==> config.mk <==
export PLATFORM = sky130hd
export DESIGN_NAME = mem_bus_arbiter
export DESIGN_NICKNAME = d
export VERILOG_FILES = /design/src/rtl/mem_bus_arbiter.sv
export SDC_FILE = /design/constraint.sdc
export NUM_CORES = 1
export LEC_CHECK = 0
export ABC_AREA = 1
export BUFFER_PORTS_ARGS = -buffer_cell sky130_fd_sc_hd__buf_2
export CAP_MARGIN = 40
export CELL_PAD_IN_SITES_DETAIL_PLACEMENT = 2
export CELL_PAD_IN_SITES_GLOBAL_PLACEMENT = 2
export CORE_ASPECT_RATIO = 0.8
export CORE_UTILIZATION = 28
export CTS_BUF_LIST = sky130_fd_sc_hd__clkbuf_8
export DETAILED_ROUTE_END_ITERATION = 10
export PLACE_DENSITY = 0.92
export SKIP_LAST_GASP = 1
export SLEW_MARGIN = 0
export SYNTH_ARGS = -nofsm -noshare
export SYNTH_HDL_FRONTEND = slang
export SYNTH_SLANG_ARGS = --single-unit
==> constraint.sdc <==
create_clock -name clk -period 5.5 [get_ports clk]
set_input_delay 0.825 -clock clk [delete_from_list [all_inputs] [get_ports clk]]
set_output_delay 0.825 -clock clk [all_outputs]
set_load 0.005 [all_outputs]
==> src/rtl/mem_bus_arbiter.sv <==
// ---------------------------------------------------------------------------
// mem_bus_arbiter
//
// Shares one single-ported, variable-latency memory bus between the core's
// instruction-fetch port (i_*) and data port (d_*). One transaction is in
// flight at a time.
//
// Arbitration:
//   - Data wins, except when i_req is pending and data has already taken
//     STARVE_MAX consecutive grants while instruction was waiting.
//   - A bus transaction that sees no m_ack for TIMEOUT cycles is aborted.
//     The requester then gets its ack, rdata=0 and a one-cycle err pulse.
//
// FSM: IDLE -> BUS -> RESP -> IDLE
//   IDLE : arbitrate and register the winner's request onto m_*
//   BUS  : m_* held, wait for m_ack or timeout
//   RESP : winner's ack (and err on abort) high for this single cycle
//
// Parameters:
//   STARVE_MAX  consecutive data grants tolerated while i_req waits (def 4)
//   TIMEOUT     BUS cycles without m_ack before abort, 1..255     (def 255)
//
// Ports:
//   clk, rst                     rising-edge clock, async active-high reset
//   i_req/i_addr                 instruction read request (held until i_ack)
//   i_rdata/i_ack                instruction read data, completion pulse
//   d_req/d_wen/d_size/d_addr/d_wdata   data request (held until d_ack)
//   d_rdata/d_ack                data read data, completion pulse
//   m_req/m_wen/m_size/m_addr/m_wdata   memory bus request
//   m_rdata/m_ack                memory bus response
//   err                          timeout pulse, coincident with the ack
//
// Optional build macro ARB_PERF_CNT_EN adds:
//   conflict_cnt  grants made while both sides were requesting
//   stall_cnt     cycles spent in BUS
// ---------------------------------------------------------------------------
module mem_bus_arbiter #(
    parameter int STARVE_MAX = 4,
    parameter int TIMEOUT    = 255
) (
    input  logic        clk,
    input  logic        rst,
    input  logic        i_req,
    input  logic [31:0] i_addr,
    output logic [31:0] i_rdata,
    output logic        i_ack,
    input  logic        d_req,
    input  logic        d_wen,
    input  logic [2:0]  d_size,
    input  logic [31:0] d_addr,
    input  logic [31:0] d_wdata,
    output logic [31:0] d_rdata,
    output logic        d_ack,
    output logic        m_req,
    output logic        m_wen,
    output logic [2:0]  m_size,
    output logic [31:0] m_addr,
    output logic [31:0] m_wdata,
    input  logic [31:0] m_rdata,
    input  logic        m_ack,
    output logic        err
`ifdef ARB_PERF_CNT_EN
    ,
    output logic [31:0] conflict_cnt,
    output logic [31:0] stall_cnt
`endif
);

    localparam logic [1:0] IDLE = 2'd0;
    localparam logic [1:0] BUS  = 2'd1;
    localparam logic [1:0] RESP = 2'd2;

    localparam int              STARVE_W     = (STARVE_MAX < 1) ? 1 : $clog2(STARVE_MAX + 1);
    localparam logic [STARVE_W-1:0] STARVE_LIM = STARVE_W'(STARVE_MAX);
    // timeoutCnt counts BUS cycles already spent without m_ack, so the
    // abort fires during the TIMEOUT-th BUS cycle.
    localparam logic [7:0]      TIMEOUT_LAST = 8'(TIMEOUT - 1);

    logic [1:0]          state;
    logic [STARVE_W-1:0] starveCnt;
    logic [7:0]          timeoutCnt;
    logic                grantI;     // 1: transaction in flight belongs to i side

    logic        pickI;
    logic        busDone;
    logic [31:0] respData;

    // Instruction wins when data is idle or data has starved it long enough.
    assign pickI    = i_req && (!d_req || (starveCnt == STARVE_LIM));
    // A same-cycle m_ack on the last allowed cycle is a success.
    assign busDone  = m_ack || (timeoutCnt == TIMEOUT_LAST);
    assign respData = m_ack ? m_rdata : 32'd0;

    always_ff @(posedge clk or posedge rst) begin
        if (rst) begin
            state      <= IDLE;
            starveCnt  <= '0;
            timeoutCnt <= '0;
            grantI     <= 1'b0;
            m_req      <= 1'b0;
            m_wen      <= 1'b0;
            m_size     <= 3'd0;
            m_addr     <= 32'd0;
            m_wdata    <= 32'd0;
            i_rdata    <= 32'd0;
            d_rdata    <= 32'd0;
            i_ack      <= 1'b0;
            d_ack      <= 1'b0;
            err        <= 1'b0;
        end else begin
            // Completion strobes are single-cycle by construction.
            i_ack <= 1'b0;
            d_ack <= 1'b0;
            err   <= 1'b0;

            case (state)
                IDLE: begin
                    if (i_req || d_req) begin
                        state      <= BUS;
                        m_req      <= 1'b1;
                        timeoutCnt <= '0;
                        grantI     <= pickI;
                        if (pickI) begin
                            m_wen     <= 1'b0;
                            m_size    <= 3'b010;
                            m_addr    <= i_addr;
                            m_wdata   <= 32'd0;
                            starveCnt <= '0;
                        end else begin
                            m_wen   <= d_wen;
                            m_size  <= d_size;
                            m_addr  <= d_addr;
                            m_wdata <= d_wdata;
                            if (i_req && (starveCnt != STARVE_LIM)) begin
                                starveCnt <= starveCnt + STARVE_W'(1);
                            end
                        end
                    end
                end

                BUS: begin
                    if (busDone) begin
                        state <= RESP;
                        m_req <= 1'b0;
                        err   <= !m_ack;
                        if (grantI) begin
                            i_rdata <= respData;
                            i_ack   <= 1'b1;
                        end else begin
                            d_rdata <= respData;
                            d_ack   <= 1'b1;
                        end
                    end else begin
                        timeoutCnt <= timeoutCnt + 8'd1;
                    end
                end

                RESP: begin
                    state <= IDLE;
                end

                default: begin
                    state <= IDLE;
                end
            endcase
        end
    end

`ifdef ARB_PERF_CNT_EN
    always_ff @(posedge clk or posedge rst) begin
        if (rst) begin
            conflict_cnt <= 32'd0;
            stall_cnt    <= 32'd0;
        end else begin
            // Every IDLE cycle with both requests high produces a grant.
            if ((state == IDLE) && i_req && d_req) begin
                conflict_cnt <= conflict_cnt + 32'd1;
            end
            if (state == BUS) begin
                stall_cnt <= stall_cnt + 32'd1;
            end
        end
    end
`endif

endmodule

==> results of run 1 <==
[metal layers]
| metal | global-route usage (%) | wire length [microns] |
|---|---|---|
| met5 | 0 | 0 |
| met2 | 35.2 | 12000 |
| met3 | 4.26 | 1010 |
| met4 | 7.64 | 746 |
| met1 | 23.9 | 10300 |
[cells in the mapped netlist]
cell	count	area [sq um]
nand2_1	331	1240
dfrtp_1	150	3750
a21oi_1	65	325
nand4_1	64	400
inv_1	48	180
nor2_1	44	165
buf_2	27	135
clkbuf_1	16	60.1
nand3_1	10	50.1
buf_6	4	45.0
ha_1	4	50.1
inv_2	4	15.0
o21ai_0	4	20.0
buf_1	3	11.3
nand2_2	3	18.8
nor3_1	3	15.0
o21ai_1	3	15.0
nand3_4	2	35.0
nor2_4	2	22.5
a21oi_2	1	8.76
a21oi_4	1	16.3
buf_12	1	20.0
clkinv_1	1	3.75
nand2_4	1	11.3
nand2_8	1	20.0
nand3b_1	1	7.51
o22a_1	1	8.76
xnor2_1	1	8.76
xor2_1	1	8.76
[through the flow]
step / std cells / hold WS (ns) / utilization, %
6_report: 1374 / 0.418 / 37.0
5_1_grt: 1374 / 0.412 / 37.0
4_1_cts: 1371 / 0.418 / 37.0
3_5_place_dp: 1339 / 0.453 / 35.3
3_3_place_gp: 1337 / 0.450 / 35.1
2_1_floorplan: 797 / 0.465 / -
[cell families after synthesis]
kind of cell / after synthesis
compound gates: 75
xor+xnor: 2
fa+ha+maj: 4
buf+inv: 104
flops: 150
simple gates: 462
[state kept, by name, indices dropped and copies added (netlist names)]
signal	cells
m_wen	1
i_ack	1
m_req	1
timeoutCnt	8
grantI	1
m_addr	32
d_rdata	32
m_size	3
m_wdata	32
state	2
i_rdata	32
starveCnt	3
d_ack	1
err	1
[power breakdown]
part           internal [W]  switching (W)  total [W]
registers           0.00159       0.000281    0.00187
logic              0.000682        0.00122    0.00190
clock network      0.000384       0.000482   0.000866
[layout make-up]
type | instances | area [sq um] | area share, %
flip-flops and latches | 150 | 3750 | 43.4
multi-input cells | 543 | 2450 | 28.4
repair buffers | 281 | 1460 | 16.8
well taps | 312 | 390 | 4.51
clock buffers | 18 | 248 | 2.86
inverters | 53 | 204 | 2.36
clock inverters | 14 | 141 | 1.63
diodes | 3 | 7.51 | 0.0867
[worst paths after layout]
| check | slack (ns) | end |
|---|---|---|
| setup reg to reg | 3.17 | d_rdata[9]$_DFFE_PP0P_ |
| max in group asynchronous | 3.98 | timeoutCnt[2]$_DFFE_PP0P_ |
| min in group clk | 0.47 | i_rdata[15]$_DFFE_PP0P_ |
| hold / removal | 0.42 | m_wdata[29]$_DFFE_PP0P_ |
| hold reg to reg | 0.47 | i_rdata[15]$_DFFE_PP0P_ |
| setup / recovery | 3.14 | i_rdata[22]$_DFFE_PP0P_ |
[critical path, delay by kind of cell]
kind          cells  cell delay [ns]
buf+inv           1             0.56
simple gates      5             1.28
==> results.md, run 1 <==
- The count of fill cells added during filler insertion is 2804.
- The average wire per standard cell is 17.5 microns.
- The nature of the critical path endpoint is a register.
- The ratio of cells with drive above 1 in the final layout is 31.1%.
- Once the floorplan was initialized, standard cells occupied 28.5% of the core.
- The synthesized design contains 150 register bits.
- The worst setup path is launched from a primary input.
- The mux share of post-synthesis cell area is 0%.
- After clock tree synthesis, the clock-pin slew on the worst setup and hold paths is 0.10 ns.
- The source-to-sink clock delay at the later pin of the worst-skew pair is 0.46 ns.
- Relative to the synthesized area, the layout overhead comes to 29.7%.
- TritonCTS built the clock tree.
- The synthesized netlist devotes 5.91% of its cell area to compound gates.
- Once the clock tree was built, the resizer swapped 0 gates to a different size.
- The initial DRC count is 235.
- The synthesized netlist occupies a cell area of 0.00667 sq mm.
- The count of clock tree sinks is 150.
- After floorplanning, the core was sized to cover 0.0234 sq mm.
- The final net count is 1187.
- The critical-path maximum fanout is 68.
- The first global-routing pass estimated 38700 microns of wire.
- The congestion estimate from routability-driven global placement came to 0.724.
- The library cells used most frequently in the layout, excluding fill and tap cells, are nand2_1 (331), buf_2 (272), dfrtp_1 (150), a21oi_1 (65), nand4_1 (64).
- Yosys mapped the design onto 29 distinct sky130hd cell types.
- The total negative slack is 0 ns.
- The total I/O pin count is 273.
- The number of H-tree levels is 4.
- The tree is rooted in a clkbuf_8.
- The worst ir drop on vdd is 0.000160 V.
- Setup slack on the critical path of the routed design comes to 3.14 ns.
- The tightest min-delay check is of the in2async type.
- The via count of the first global-routing pass was 7384.
- After technology mapping, the gate count stands at 797.
- Entering global routing, the biggest net connects 69 pins.
- After legalization and detailed placement, the total HPWL measured 17000 microns.
- The finished cells cover 0.00866 sq mm.
- The post-route minimum period is 2.36 ns.
- In this run, post-CTS hold repair placed 0 buffers.
- The final worst-path cycle share is 43.0%.
- The number of violations of the max-capacitance limit is 0.
- The total count of max-transition violations in the final report was 0.
- The number of clock buffers inserted by TritonCTS is 17.
- The floorplan step defined a die boundary enclosing 0.0245 sq mm.
- The combinational family with the most area after synthesis is simple AND/OR/NAND/NOR gates.
- In this run the worst setup path begins at m_ack.
- The commonest non-fill, non-tap cell in the layout is nand2_1.
- In this run the critical register-to-register path is launched from grantI$_DFFE_PP0P_.
- Clock skew on the completed layout was measured at 0.0190 ns.
- Summing over every cut layer, the via total after detailed routing is 6560.
- The sum of overflow across all layers after global routing is 0.
- The floorplan die height is 140 microns.
- The simple-gate share of the synthesized area is 29.8%.
- Summed over all cells, the static leakage comes to 4.93 nW.
- Input and output buffers added on the ports amount to 272.
- Setup violations remaining at the end of the flow were counted as 0.
- The slew at the pin with the worst max-slew slack is 0.786 ns.
- Once the clock tree was built, the setup fixing pass inserted 0 buffers.
- After layout, the design draws a total of 0.00464 W.
- Synthesis produced a netlist with a net count of 938.
- The final layout contains routed wiring with a total length of 24100 microns.
- Setup repair after global routing left no endpoint under its margin.
- The power per cell area is 536 mW/mm^2.
- The initial antenna violation count is 2.
- The worst-case headroom to the max-slew limit is 47.6%.
- The initialized floorplan defines 50 standard-cell rows.
- The startpoint-to-endpoint class of the critical path is in2reg.
- In the routed design, unresolved DRC markers number 0.
- The synthesized area per cell is 8.37 sq um.
- The number of nets with antenna violations after detailed routing is 0.
- The cell type of the slowest stage on the worst timing path is buf_2.
- Timing analysis after detailed placement gives a worst setup slack of 2.66 ns.
- Walking the worst path, the cells encountered are buf_2, nor2_4, nand2_8, nand3_4, nand2_1, nand2_1.
- STA puts the critical path data arrival time at 2.70 ns.
- The cell occurring most often along the worst timing path is nand2_1.
- The overall fraction of global-route tracks in use is 20.0%.
- The number of warnings printed during yosys synthesis is 0.
- In this run the deepest clock path goes through 2 buffers.
- Dividing the detail-routed via count by the number of cells gives 4.77.
- For this run, the slowest stage of the critical path takes 0.56 ns.
- The pre-antenna-repair detailed-routing pass consisted of 4 iterations.
- The number of failing hold endpoints at the final stage was 0.
- The die is 175 microns wide.
- The maximum operating frequency is 0.423 GHz.
- The flow ran to the end, and the final reports show no timing, DRC or antenna violations.
- For the worst setup path, the data required time is 5.84 ns.
- The synthesized netlist devotes 0.750% of its cell area to adder and majority cells.
- Summing the sequential cell areas from Yosys gives 56.2% of the chip area.
- The logic depth of the worst register-to-register path is 5.
- The placed cell area is 0.00826 sq mm.
- The synthesized netlist devotes 0.262% of its cell area to XOR and XNOR gates.
Note: power is estimated with default switching activity, not from simulation.
==> run 2, diff against run 1 <==
--- a/config.mk
+++ b/config.mk
@@ -5,16 +5,16 @@
 export SDC_FILE = /design/constraint.sdc
 export NUM_CORES = 1
 export LEC_CHECK = 0
-export ABC_AREA = 1
+export ABC_AREA = 0
 export BUFFER_PORTS_ARGS = -buffer_cell sky130_fd_sc_hd__buf_2
 export CAP_MARGIN = 40
 export CELL_PAD_IN_SITES_DETAIL_PLACEMENT = 2
 export CELL_PAD_IN_SITES_GLOBAL_PLACEMENT = 2
 export CORE_ASPECT_RATIO = 0.8
-export CORE_UTILIZATION = 28
+export CORE_UTILIZATION = 26
 export CTS_BUF_LIST = sky130_fd_sc_hd__clkbuf_8
 export DETAILED_ROUTE_END_ITERATION = 10
-export PLACE_DENSITY = 0.92
+export PLACE_DENSITY = 0.87
 export SKIP_LAST_GASP = 1
 export SLEW_MARGIN = 0
 export SYNTH_ARGS = -nofsm -noshare
==> constraint.sdc (replaced) <==
create_clock -name clk -period 1.91 [get_ports clk]
set_input_delay 0.2865 -clock clk [delete_from_list [all_inputs] [get_ports clk]]
set_output_delay 0.2865 -clock clk [all_outputs]
set_load 0.005 [all_outputs]
==> run 2 against run 1 <==
Against the previous run: clock skew decreased by 0.0077 ns; non-clock buffer count increased by 12; final cell count decreased by 16%; sequential power increased to 2.9 times the previous value.
==> results.md, run 2 <==
- The register-to-register setup slack was 0.15 ns (was 3.17 ns).
- The clock transition at the register clock pins on the worst setup and hold paths after CTS was 0.09 ns (was 0.10 ns).
- The ratio of cells with drive above 1 in the final layout is 40.3% (was 31.1%).
- The total I/O pin count is 273 (unchanged).
- The worst stage delay on the critical path is 0.43 ns (was 0.56 ns).
- The power per cell area was 1530 mW/mm^2 (was 536 mW/mm^2).
- The start point of the critical path was timeoutCnt[0]$_DFFE_PP0P_ (was m_ack).
- The source-to-sink clock delay at the later pin of the worst-skew pair is 0.45 ns (was 0.46 ns).
- The area share of the largest cell type after synthesis was 61.5% (was 56.2%).
- The number of failing hold endpoints at the final stage is 0 (unchanged).
- The logic depth of the worst register-to-register path is 7 (was 5).
- Most numerous cell types in the synthesized netlist: dfrtp_1 (150), nand2_1 (111), a21oi_1 (68), a22o_1 (63) (was nand2_1 (331), dfrtp_1 (150), a21oi_1 (65), nand4_1 (64), inv_1 (48)).
- The register area came to 0.00375 sq mm (unchanged).
- The path category of the worst min-delay check is in2reg (was in2async).
- The width of the die is 173 microns (was 175 microns).
- The via density per instance is 4.65 (was 4.77).
- The half-perimeter wire length after placement is 15500 microns (was 17000 microns).
- The first-pass GRT wire length came to 33700 microns (was 38700 microns).
- The initial DRC count is 164 (was 235).
- The post-route worst setup slack is 0.151 ns (was 3.14 ns).
- The leading area contributor after synthesis is dfrtp_1 (unchanged).
- The wire length after detailed routing is 20900 microns (was 24100 microns).
- The proportion of register bits with asynchronous set or reset after synthesis is 100% (unchanged).
- RSZ-0062 raised after global routing: no (unchanged).
- The worst-case setup slack after placement came to -0.0112 ns (was 2.66 ns).
- The cell count after placement is 1120 (was 1339).
- The post-route minimum period is 1.76 ns.
- The number of buffers inserted by post-CTS setup repair is 0 (unchanged).
- The commonest non-fill, non-tap cell in the layout is buf_2 (was nand2_1).
- The initial core utilization is 26.8% (was 28.5%).
- The via count of the routed design was 5371 (was 6560).
- The endpoint of the worst setup timing path was i_rdata[23]$_DFFE_PP0P_ (was i_rdata[22]$_DFFE_PP0P_).
- The placed cell area is 0.00783 sq mm (was 0.00826 sq mm).
- The cell at the root of the clock tree is clkbuf_8 (unchanged).
- The slew at the pin with the worst max-slew slack is 0.474 ns (was 0.786 ns).
- The total count of max-transition violations in the final report was 0 (unchanged).
- The number of clock buffers inserted by TritonCTS is 17 (unchanged).
- The worst path uses 92.1% of the clock period.
- Based on the critical path, the design can be clocked at up to 0.568 GHz.
- The overall fraction of global-route tracks in use is 17.8% (was 20.0%).
- The floorplan die height is 139 microns (was 140 microns).
- The beginning of the worst register-to-register path is timeoutCnt[0]$_DFFE_PP0P_ (was grantI$_DFFE_PP0P_).
- The number of H-tree levels is 4 (unchanged).
- The final net count came to 975 (was 1187).
- The via count of the first global-routing pass is 5968 (was 7384).
- The number of DRC violations after detailed routing is 0 (unchanged).
- The average wire per standard cell is 18.2 microns (was 17.5 microns).
- The worst-case headroom to the max-slew limit is 68.4% (was 47.6%).
- The CTS tree is built (unchanged).
- The number of non-filler instances in the completed layout is 1154 (was 1374).
- The worst ir drop on vdd was 0.000403 V (was 0.000160 V).
- The sequential area share after synthesis is 61.5% (was 56.2%).
- Result of the run: finished clean (unchanged).
- The first-pass detailed-route iteration total is 4 (unchanged).
- The number of nets with antenna violations after detailed routing came to 0 (unchanged).
- The count of buffers from port buffering is 272 (unchanged).
- The total nets after synthesis came to 704 (was 938).
- The count of clock tree sinks is 150 (unchanged).
- The dominant cell by count in the synthesized netlist is dfrtp_1 (was nand2_1).
- The post-synthesis cell type count came to 40 (was 29).
- The final instance area is 0.00822 sq mm (was 0.00866 sq mm).
- The die area came to 0.0241 sq mm (was 0.0245 sq mm).
- The count of fill cells added during filler insertion is 2555 (was 2804).
- The combined area of the multi-input logic cells is 0.00205 sq mm (was 0.00245 sq mm).
- The nature of the critical path endpoint is a register (unchanged).
- The placeable core region is 0.0227 sq mm (was 0.0234 sq mm).
- The maximum number of buffers from clock root to sink is 2 (unchanged).
- Critical-path cell list: inv_1, ha_1, nand3_2, o21bai_4, nand3_4, buf_4, a22o_2 (was buf_2, nor2_4, nand2_8, nand3_4, nand2_1, nand2_1).
- The worst clock skew is 0.0113 ns (was 0.0190 ns).
- Synth top area cells: dfrtp_1 (62%), a22o_1 (9.0%), nand2_1 (6.8%) (was dfrtp_1 (56%), nand2_1 (19%), nand4_1 (6.0%)).
- The cell row count is 49 (was 50).
- The synthesis-to-finish area growth is 34.7% (was 29.7%).
- The largest net degree at the start of global routing is 59 (was 69).
- The startpoint-to-endpoint class of the critical path is reg2reg (was in2reg).
- The summed instance area of the synthesized netlist is 0.00610 sq mm (was 0.00667 sq mm).
- Leading cell types in the layout, fill and taps excluded: buf_2 (272), dfrtp_1 (150), nand2_1 (110), a21oi_1 (68), a22o_1 (63) (was nand2_1 (331), buf_2 (272), dfrtp_1 (150), a21oi_1 (65), nand4_1 (64)).
- The endpoint of the lowest-slack register-to-register path is i_rdata[23]$_DFFE_PP0P_ (was d_rdata[9]$_DFFE_PP0P_).
- The final setup violation count is 0 (unchanged).
- The cell type of the slowest stage on the worst timing path is dfrtp_1 (was buf_2).
- The sum of overflow across all layers after global routing is 0 (unchanged).
- The number of violations of the max-capacitance limit came to 0 (unchanged).
- The cell count after synthesis is 563 (was 797).
- The nature of the critical path startpoint is a register (was primary input).
- The synthesized area per cell is 10.8 sq um (was 8.37 sq um).
- The post-synthesis register bit count is 150 (unchanged).
- The weighted congestion at the end of routability-driven global placement was 0.750 (was 0.724).
- The initial antenna violation count is 2 (unchanged).
- The static leakage was 4.28 nW (was 4.93 nW).
- The critical-path maximum fanout is 24 (was 68).
- The arrival time reported for the critical path endpoint is 2.09 ns (was 2.70 ns).
- The most used flip-flop cell after synthesis was dfrtp_1 (unchanged).
- The data required time of the critical path was 2.24 ns (was 5.84 ns).
- The number of warnings printed during yosys synthesis is 0 (unchanged).
- The number of flops mapped to enable cells by yosys came to 0 (unchanged).
run 2: cell count changes in the layout (fill, tap and decap cells not counted), sizes merged, moves of 8 or more:
cell / change
nand3: +29
nand2: -225
inv: -42
a22o: +65
buf: +11
nand4: -62
nor2: -8
run 2: where the power goes:
part,switching [W],internal (W)
sequential,0.000795,0.00456
combinational,0.00261,0.00229
clock,0.00139,0.000953
total,0.00479,0.00780
run 2: layout make-up:
cell class / instances / area share (%)
timing repair buffer: 293 / 19.7
multi-input combinational: 363 / 25.0
clock inverter: 15 / 1.60
tap: 306 / 4.66
sequential: 150 / 45.7
antenna: 1 / 0.0305
clock buffer: 17 / 2.85
inverter: 9 / 0.457
run 2: cell families after synthesis:
family | share of synthesized area (%)
buffers and inverters | 5.07
adders and majority gates | 0.821
DFF | 61.5
muxes | 0.185
AOI/OAI and AO/OA | 17.2
and+or+nand+nor | 15.2
run 2: worst min-delay path by stage:
| stage | slack (ns) | to | cells past startpoint | start |
|---|---|---|---|---|
| detailed placement | 0.30 | m_addr[1]$_DFFE_PP0P_ | 2 | rst |
| global route | 0.02 | m_wdata[26]$_DFFE_PP0P_ | 3 | d_wdata[26] |
| CTS | 0.01 | m_wdata[8]$_DFFE_PP0P_ | 3 | d_wdata[8] |
| global placement | 0.30 | m_wen$_DFFE_PP0P_ | 2 | rst |
| finish | 0.06 | m_wdata[8]$_DFFE_PP0P_ | 3 | d_wdata[8] |
| floorplan | 0.36 | err$_DFF_PP0_ | 1 | m_ack |
run 2: through the flow:
step                setup TNS [ns]  total power, W  utilization (%)  hold WS [ns]
floorplan                   -39.82         0.00787                -         0.359
global placement                 0          0.0101             34.4         0.301
detailed placement         -0.0121          0.0104             34.4         0.302
CTS                              0          0.0129             36.1        0.0139
global route                     0          0.0135             36.1        0.0197
finish                           0          0.0126             36.1        0.0556
run 2: routing by layer:
layer	track usage, %	vias to the layer above	wire [microns]	share of wire, %
li1	-	2494	-	-
met1	20.5	2719	8450	40
met2	31.6	137	11000	53
met3	5.43	19	1200	5.7
met4	5.17	2	276	1.3
met5	0	-	13	0.062
run 2: critical path: cells and delay by family, from the launching register on:
| kind | cells | cell delay (ns) |
|---|---|---|
| AO/OA/AOI/OAI | 2 | 0.50 |
| flip-flops | 1 | 0.43 |
| buffers and inverters | 2 | 0.32 |
| AND/OR/NAND/NOR | 2 | 0.22 |
| adder cells (fa/ha/maj) | 1 | 0.18 |
run 2: repair_timing:
| action | 4_1_cts | 5_1_grt |
|---|---|---|
| hold buffers | 1 | 0 |
| endpoints found under the setup margin | 1 | 0 |
| endpoints found under the hold margin | 10 | 0 |
| resized for setup | 1 | 0 |
==> run 3, diff against run 2 <==
--- a/config.mk
+++ b/config.mk
@@ -11,10 +11,10 @@
 export CELL_PAD_IN_SITES_DETAIL_PLACEMENT = 2
 export CELL_PAD_IN_SITES_GLOBAL_PLACEMENT = 2
 export CORE_ASPECT_RATIO = 0.8
-export CORE_UTILIZATION = 26
+export CORE_UTILIZATION = 29
 export CTS_BUF_LIST = sky130_fd_sc_hd__clkbuf_8
 export DETAILED_ROUTE_END_ITERATION = 10
-export PLACE_DENSITY = 0.87
+export PLACE_DENSITY = 0.92
 export SKIP_LAST_GASP = 1
 export SLEW_MARGIN = 0
 export SYNTH_ARGS = -nofsm -noshare
==> constraint.sdc (replaced) <==
create_clock -name clk -period 1.85 [get_ports clk]
set_input_delay 0.2775 -clock clk [delete_from_list [all_inputs] [get_ports clk]]
set_output_delay 0.2775 -clock clk [all_outputs]
set_load 0.005 [all_outputs]
==> run 3 against run 2 <==
Against the previous run: final area rose by 0.15%; clock power is 2% higher; via count is 0.86% higher; hold slack got worse by 0.016 ns; total power rose by 4.0%; sequential power grew 3%; critical path type unchanged.
==> results.md, run 3 (synthesis gave the netlist of run 2 again) <==
- The wire length after detailed routing is 21600 microns (was 20900 microns).
- The arrival time reported for the critical path endpoint is 2.11 ns (was 2.09 ns).
- The first-pass detailed-route iteration total was 4 (unchanged).
- The average wire per standard cell is 19.3 microns (was 18.2 microns).
- The clock transition at the register clock pins on the worst setup and hold paths after CTS is 0.10 ns (was 0.09 ns).
- The source-to-sink clock delay at the later pin of the worst-skew pair is 0.45 ns (about the same).
- The via count of the first global-routing pass is 6182 (was 5968).
- The maximum operating frequency was 0.570 GHz (was 0.568 GHz).
- The synthesis-to-finish area growth is 34.9% (was 34.7%).
- The number of nets with antenna violations after detailed routing is 0 (unchanged).
- The number of clock buffers inserted by TritonCTS is 17 (unchanged).
- The post-route minimum period is 1.76 ns (about the same).
- The power per cell area is 1590 mW/mm^2 (was 1530 mW/mm^2).
- The half-perimeter wire length after placement is 15900 microns (was 15500 microns).
- The final worst-path cycle share is 94.9% (was 92.1%).
- The commonest non-fill, non-tap cell in the layout is buf_2 (unchanged).
- The data required time of the critical path was 2.20 ns (was 2.24 ns).
- The power share of the clock group is 18.2% (was 18.6%).
- The count of clock tree sinks is 150 (unchanged).
- The via count of the routed design is 5417 (was 5371).
- The utilization after layout is 39.9% (was 36.1%).
- The count of buffers from port buffering is 272 (unchanged).
- Result of the run: finished clean (unchanged).
- The proportion of power drawn by combinational gates is 39.5% (was 38.9%).
- Leading cell types in the layout, fill and taps excluded: buf_2 (272), dfrtp_1 (150), nand2_1 (110), a21oi_1 (68), a22o_1 (63) (unchanged).
- The number of buffers and inverters on the critical path came to 0 (was 2).
- The number of failing hold endpoints at the final stage was 0 (unchanged).
- The width of the die is 164 microns (was 173 microns).
- The sequential share of power is 42.3% (was 42.5%).
- The via density per instance is 4.85 (was 4.65).
- The static leakage is 4.30 nW (was 4.28 nW).
- The worst clock skew is 0.0230 ns (was 0.0113 ns).
- The worst stage delay on the critical path is 0.52 ns (was 0.43 ns).
- The nature of the critical path endpoint is a register (unchanged).
- The net switching power figure is 0.00498 W (was 0.00479 W).
- The die area was 0.0216 sq mm (was 0.0241 sq mm).
- The total count of max-transition violations in the final report is 0 (unchanged).
- The cell at the root of the clock tree is clkbuf_8 (unchanged).
- The overall fraction of global-route tracks in use is 20.6% (was 17.8%).
- The internal cell power is 0.00812 W (was 0.00780 W).
- The weighted congestion at the end of routability-driven global placement is 0.749 (was 0.750).
- The startpoint-to-endpoint class of the critical path is reg2reg (unchanged).
- The placeable core region came to 0.0206 sq mm (was 0.0227 sq mm).
- The switching fraction of total power was 38.0% (about the same).
- Critical-path cell list: ha_1, nand3_2, o21ai_2, or4_1, a21oi_1 (was inv_1, ha_1, nand3_2, o21bai_4, nand3_4, buf_4, a22o_2).
- The cell type of the slowest stage on the worst timing path is or4_1 (was dfrtp_1).
- The cell row count was 47 (was 49).
- The initial antenna violation count was 2 (unchanged).
- The final net count is 976 (was 975).
- The maximum number of buffers from clock root to sink was 2 (unchanged).
- The number of violations of the max-capacitance limit is 0 (unchanged).
- The ratio of cells with drive above 1 in the final layout is 40.2% (was 40.3%).
- The sum of overflow across all layers after global routing was 0 (unchanged).
- The nature of the critical path startpoint is a register (unchanged).
- The slew at the pin with the worst max-slew slack came to 0.502 ns (was 0.474 ns).
- The initial DRC count is 229 (was 164).
- The initial core utilization was 29.6% (was 26.8%).
- The first-pass GRT wire length is 34300 microns (was 33700 microns).
- The worst-case headroom to the max-slew limit came to 66.5% (was 68.4%).
- The CTS tree is built (unchanged).
- The critical-path maximum fanout is 12 (was 24).
- The total power of the final layout is 0.0131 W (was 0.0126 W).
- The family with the most delay on the worst path is simple AND/OR/NAND/NOR gates (was compound AO/OA/AOI/OAI gates).
- The number of H-tree levels is 4 (unchanged).
- The largest net degree at the start of global routing is 44 (was 59).
- The final setup violation count came to 0 (unchanged).
- The floorplan die height was 132 microns (was 139 microns).
- The path category of the worst min-delay check was in2reg (unchanged).
- The total I/O pin count was 273 (unchanged).
- The number of DRC violations after detailed routing is 0 (unchanged).
- The worst ir drop on vdd is 0.000557 V (was 0.000403 V).
==> run 3: changes by cell type in the layout (fill, tap and decap cells not counted), sizes merged <==
cell	previous run	this run
buf	292	293
clkbuf	17	18
clkinv	2	5
inv	18	14
==> run 3: routing by layer <==
layer  part of all wire, %  global-route usage [%]  up-vias
met1                    41                    25.0     2728
met3                   5.3                    5.46       36
met4                   2.5                    7.36        2
met5                 0.079                       0        -
li1                      -                       -     2494
met2                    51                    34.9      157
==> run 3: path summary, 6_finish.rpt <==
path                                      startpoint                   endpoint  slack [ns]  cells past startpoint
setup / recovery           timeoutCnt[1]$_DFFE_PP0P_  timeoutCnt[6]$_DFFE_PP0P_        0.09                      5
hold / removal                           d_wdata[25]    m_wdata[25]$_DFFE_PP0P_        0.04                      3
setup reg to reg           timeoutCnt[1]$_DFFE_PP0P_  timeoutCnt[6]$_DFFE_PP0P_        0.09                      5
hold reg to reg              m_wdata[10]$_DFFE_PP0P_    m_wdata[10]$_DFFE_PP0P_        0.47                      2
max in group asynchronous                        rst     m_wdata[1]$_DFFE_PP0P_        0.89                      4
min in group asynchronous                        rst    i_rdata[27]$_DFFE_PP0P_        0.40                      3
==> run 3: power groups by stage <==
stage | clock network (W) | logic [W] | registers [W]
2_1_floorplan | 0 | 0.00250 | 0.00562
3_3_place_gp | 0 | 0.00496 | 0.00547
3_5_place_dp | 0 | 0.00528 | 0.00560
4_1_cts | 0.00249 | 0.00528 | 0.00556
5_1_grt | 0.00262 | 0.00572 | 0.00569
6_report | 0.00239 | 0.00517 | 0.00554
==> run 3: area by class of cell <==
| class | count | area [sq um] |
|---|---|---|
| Clock inverter | 14 | 119 |
| Multi-Input combinational cell | 363 | 2050 |
| Clock buffer | 18 | 248 |
| Inverter | 9 | 37.5 |
| Timing Repair Buffer | 294 | 1680 |
| Fill cell | 2268 | 12400 |
| Antenna cell | 1 | 2.50 |
| Sequential cell | 150 | 3750 |
| Tap cell | 269 | 337 |
==> run 3: per-stage QoR <==
step / hold WS, ns / std cells / worst slack (ns) / setup TNS [ns] / instance area (sq um)
after floorplan: 0.350 / 563 / -0.316 / -47.47 / 6100
after global placement: 0.314 / 1083 / 0.0934 / 0 / 7840
after detailed placement: 0.325 / 1083 / -0.224 / -0.957 / 7840
after CTS: 0.00673 / 1116 / 0.0160 / 0 / 8220
after global routing: 0.0112 / 1117 / -0.0175 / -0.0260 / 8230
final: 0.0397 / 1118 / 0.0945 / 0 / 8230
==> run 3: what timing repair did <==
| action | CTS | global route |
|---|---|---|
| endpoints found under the hold margin | 11 | 0 |
| resized for setup | 1 | 0 |
| hold buffers | 1 | 0 |
| endpoints found under the setup margin | 8 | 4 |
| buffers inserted | 0 | 1 |
==> run 3: worst min-delay path, delay by kind of cell <==
family	cells	cell delay [ns]
and+or+nand+nor	2	0.11
buffers and inverters	1	0.08
